File: config.mk
export PLATFORM = sky130hd
export DESIGN_NAME = fifo_umbral
export DESIGN_NICKNAME = d
export VERILOG_FILES = /design/src/rtl/fifo_umbral.sv
export SDC_FILE = /design/constraint.sdc
export NUM_CORES = 1
export LEC_CHECK = 0
export CORE_MARGIN = 4
export CORE_UTILIZATION = 53
export DETAILED_ROUTE_END_ITERATION = 6
export PLACE_DENSITY = 0.76
export SYNTH_ARGS = -nofsm -noshare
export SYNTH_HDL_FRONTEND = slang
export SYNTH_SLANG_ARGS = --single-unit
File: constraint.sdc
create_clock -name clk -period 3.88 [get_ports clk]
set_input_delay 0.97 -clock clk [delete_from_list [all_inputs] [get_ports clk]]
set_output_delay 0.97 -clock clk [all_outputs]
set_load 0.1 [all_outputs]
File: src/rtl/fifo_umbral.sv
// Synchronous FIFO with programmable almost-full / almost-empty thresholds,
// registered read data and a sticky overflow/underflow error flag.
module fifo_umbral #(
  parameter int unsigned DATA_WIDTH = 6,
  parameter int unsigned ADDR_WIDTH = 2
) (
  input  logic                  clk,
  input  logic                  reset,
  input  logic [DATA_WIDTH-1:0] data_in,
  input  logic                  push,
  input  logic                  pop,
  input  logic [ADDR_WIDTH-1:0] umbral_af,
  input  logic [ADDR_WIDTH-1:0] umbral_ae,
  output logic [DATA_WIDTH-1:0] data_out,
  output logic                  valid_out,
  output logic                  fifo_empty,
  output logic                  fifo_full,
  output logic                  almost_empty,
  output logic                  almost_full,
  output logic                  fifo_error
);

  localparam int unsigned DEPTH = 2 ** ADDR_WIDTH;
  localparam int unsigned CW    = ADDR_WIDTH + 1;
  localparam logic [CW-1:0] DEPTH_C = CW'(DEPTH);

  logic [DATA_WIDTH-1:0] mem_q [DEPTH];
  logic [DATA_WIDTH-1:0] mem_d [DEPTH];

  logic [ADDR_WIDTH-1:0] wr_ptr_q, wr_ptr_d;
  logic [ADDR_WIDTH-1:0] rd_ptr_q, rd_ptr_d;
  logic [CW-1:0]         count_q, count_d;
  logic [DATA_WIDTH-1:0] data_out_q, data_out_d;
  logic                  valid_out_q, valid_out_d;
  logic                  fifo_empty_q, fifo_empty_d;
  logic                  fifo_full_q, fifo_full_d;
  logic                  almost_empty_q, almost_empty_d;
  logic                  almost_full_q, almost_full_d;
  logic                  fifo_error_q, fifo_error_d;

  logic                  push_ok;
  logic                  pop_ok;
  logic [CW-1:0]         af_level;

  // Accept decisions, next pointers/count, read data and next-cycle flags.
  always_comb begin
    mem_d          = mem_q;
    wr_ptr_d       = wr_ptr_q;
    rd_ptr_d       = rd_ptr_q;
    data_out_d     = data_out_q;
    valid_out_d    = 1'b0;

    // A pop on a full FIFO frees the slot the simultaneous push uses.
    pop_ok  = pop & ~fifo_empty_q;
    push_ok = push & (~fifo_full_q | pop_ok);

    if (push_ok) begin
      mem_d[wr_ptr_q] = data_in;
      wr_ptr_d        = wr_ptr_q + ADDR_WIDTH'(1);
    end
    if (pop_ok) begin
      data_out_d  = mem_q[rd_ptr_q];
      valid_out_d = 1'b1;
      rd_ptr_d    = rd_ptr_q + ADDR_WIDTH'(1);
    end

    count_d  = count_q + CW'(push_ok) - CW'(pop_ok);
    af_level = DEPTH_C - CW'(umbral_af);

    fifo_empty_d   = (count_d == '0);
    fifo_full_d    = (count_d == DEPTH_C);
    almost_empty_d = (count_d <= CW'(umbral_ae));
    almost_full_d  = (count_d >= af_level);

    // Sticky: overflow (push into full, no pop) or underflow (pop from empty, no push).
    fifo_error_d = fifo_error_q
                 | (push & fifo_full_q & ~pop)
                 | (pop & fifo_empty_q & ~push);
  end

  // Storage array; contents are don't-care after reset.
  always_ff @(posedge clk) begin
    mem_q <= mem_d;
  end

  // Control and status registers with asynchronous reset.
  always_ff @(posedge clk or posedge reset) begin
    if (reset) begin
      wr_ptr_q       <= '0;
      rd_ptr_q       <= '0;
      count_q        <= '0;
      data_out_q     <= '0;
      valid_out_q    <= 1'b0;
      fifo_empty_q   <= 1'b1;
      fifo_full_q    <= 1'b0;
      almost_empty_q <= 1'b1;
      almost_full_q  <= 1'b0;
      fifo_error_q   <= 1'b0;
    end else begin
      wr_ptr_q       <= wr_ptr_d;
      rd_ptr_q       <= rd_ptr_d;
      count_q        <= count_d;
      data_out_q     <= data_out_d;
      valid_out_q    <= valid_out_d;
      fifo_empty_q   <= fifo_empty_d;
      fifo_full_q    <= fifo_full_d;
      almost_empty_q <= almost_empty_d;
      almost_full_q  <= almost_full_d;
      fifo_error_q   <= fifo_error_d;
    end
  end

  assign data_out     = data_out_q;
  assign valid_out    = valid_out_q;
  assign fifo_empty   = fifo_empty_q;
  assign fifo_full    = fifo_full_q;
  assign almost_empty = almost_empty_q;
  assign almost_full  = almost_full_q;
  assign fifo_error   = fifo_error_q;

endmodule

==> results_dict.tcl <==
set metrics [dict create \
    yosys_warnings 0 \
    final_cell_mix "clkdlybuf4s50_1, edfxtp_1, dfrtp_1" \
    grt_pass1_vias 1022 \
    fin_nets 168 \
    grt_pass1_wl_um 4920 \
    arrival_ns 3.58 \
    synth_top_cell_by_area "edfxtp_1" \
    worst_pin_slew_ns 0.983 \
    cap_violations 0 \
    final.fill_count 248 \
    multi_input_area_um2 549 \
    synth_nets 136 \
    coreArea_mm2 0.00334 \
    syn_area_mm2 0.00183 \
    path_clk_slew_ns 0.12 \
    io_pins 26 \
    ctsResizeCount 0 \
    maxSlewViolCount 0 \
    hpwl_um 2210 \
    status "completed" \
    cp_max_fo 10 \
    synthAdderAreaFrac 0.0914 \
    relSlewSlack 0.343 \
    rows 21 \
    grt_usage 0.157 \
    dpl-instance-area_mm2 0.00214 \
    synth_top_cells_by_area "edfxtp_1, dfrtp_1, ha_1" \
    vias 944 \
    stdcell_count 189 \
    start_util 0.550 \
    dieArea_mm2 0.00447 \
    place.gp.congestion 0.770 \
    viasPerCell 4.99 \
    die_h_um 66.8 \
    yosysTopAreaCellShare 0.393 \
    r2r_slack_ns 1.20 \
    cts_tree "built" \
    hold_violations 0 \
    cts.sinks 43 \
    dr.pass1.iters 4 \
    cts_root_buf "clkbuf_4" \
    startpoint_type "input pin" \
    required_ns 4.11 \
    syn_inst 110 \
    drc 0 \
    io_buffers 25 \
    utilization 0.672 \
    antenna_left 0 \
    synthMuxAreaShare 0.129 \
    finalWirelength_um 2950 \
    ys_seq_elements 43 \
    clock_skew_ns 0.00853 \
    fmax_ghz 0.299 \
    post-route-period-util 0.863 \
    rsz0062_at_grt "false" \
    stdcell_area_mm2 0.00224 \
    area.growth.synth_to_final_pct 22.3 \
    drt-initial-drc-count 32 \
    synthDistinctLibCells 25 \
    clock_latency_ns 0.34 \
    postCtsSetupBuffers 0 \
    wl_per_cell_um 15.6 \
    synth_xor_area_frac 0.0239 \
    antenna_found_initial 0 \
    crit_type "in -> reg" \
    synthSimpleGateAreaFrac 0.0334 \
    final_common_cell "clkdlybuf4s50_1" \
    synth_area_per_cell_um2 16.7 \
    synth_top_family_by_area "multiplexers" \
    htree_levels 2 \
    synth-compound-area-share 0.0218 \
    setup_violations 0 \
    fin_crit_ns 3.35 \
    area.sequential_mm2 0.00120 \
    tritoncts.num_buffers 5 \
    grt_max_degree 20 \
    place_inst 181 \
    clk_path_buf_depth 2 \
    setup_tns_ns 0 \
    drive_gt1_frac 0.182 \
    die_w_um 66.8 \
    synth_seq_area_share 0.653 \
    worstSetupEndpointType "flop" \
    cts_hold_buf 0 \
    n_antenna_cell 0 \
    hold_path_class "reg -> reg" \
    gr-total-overflow 0 \
]
-- final cells by class --
cell class | count | share of cell area
flip-flops and latches | 43 | 0.534
multi-input cells | 48 | 0.245
repair buffers | 28 | 0.122
clock inverters | 3 | 0.0301
inverters | 16 | 0.0268
well taps | 46 | 0.0257
clock buffers | 5 | 0.0167
-- registers in the layout, indices dropped and copies added, names as in the netlist --
register / flops
almost_empty: 1
fifo_full: 1
wr_ptr_q: 2
count_q: 3
almost_full: 1
valid_out: 1
fifo_empty: 1
rd_ptr_q: 2
data_out: 6
mem_q: 24
fifo_error: 1
-- cell usage after synthesis --
library cell  count
mux2_1            1
mux2_4            6
nor3b_1           1
a31oi_1           1
inv_1            16
xor2_1            2
xnor2_1           3
buf_6             2
mux4_2            6
and2_1            4
dfstp_2           2
a21oi_1           1
edfxtp_1         24
dfrtp_1          17
nor2b_1           1
o21a_2            1
clkbuf_1          1
maj3_1            1
o21ai_0           1
nand2_1           3
nand2b_1          1
a21o_1            2
fa_1              1
nor3_1            1
ha_1             11
-- cell families after synthesis --
kind of cell,count (synthesis)
DFF,43
buffers and inverters,19
muxes,13
adders and majority gates,13
and+or+nand+nor,11
AOI/OAI and AO/OA,6
xor gates and xnor gates,5
-- layer usage --
| metal | part of all wire | track usage | up-vias |
|---|---|---|---|
| met5 | 0 | 0 | - |
| met4 | 0.012 | 0.0609 | 0 |
| met3 | 0.046 | 0.0405 | 4 |
| met2 | 0.52 | 0.246 | 23 |
| met1 | 0.42 | 0.209 | 469 |
| li1 | - | - | 448 |
-- worst paths after layout --
kind | to | cells after the start | from
setup / recovery | almost_full | 10 | pop
hold / removal | fifo_error | 2 | fifo_error
setup reg to reg | almost_full | 9 | fifo_empty
hold reg to reg | fifo_error | 2 | fifo_error
max in group asynchronous | wr_ptr_q[1] | 2 | reset
min in group asynchronous | data_out[4] | 2 | reset
-- through the flow --
| stage | hold WS [ns] | setup slack [ns] |
|---|---|---|
| finish | 0.494 | 0.531 |
| global route | 0.546 | 0.454 |
| CTS | 0.500 | 0.527 |
| detailed placement | 0.472 | 0.158 |
| global placement | 0.461 | 0.218 |
| floorplan | 0.512 | 0.493 |
-- worst max-delay path, cell delays in order --
cell             delay, ns
clkdlybuf4s50_1       0.50
nor2b_1               0.18
buf_4                 0.23
ha_1                  0.25
inv_1                 0.06
ha_1                  0.15
fa_1                  0.43
ha_1                  0.30
a21o_1                0.15
maj3_1                0.35
Power is left out: the tool's default activity adds up to more than one toggle a clock period on the data nets, which glitch-free logic cannot reach.
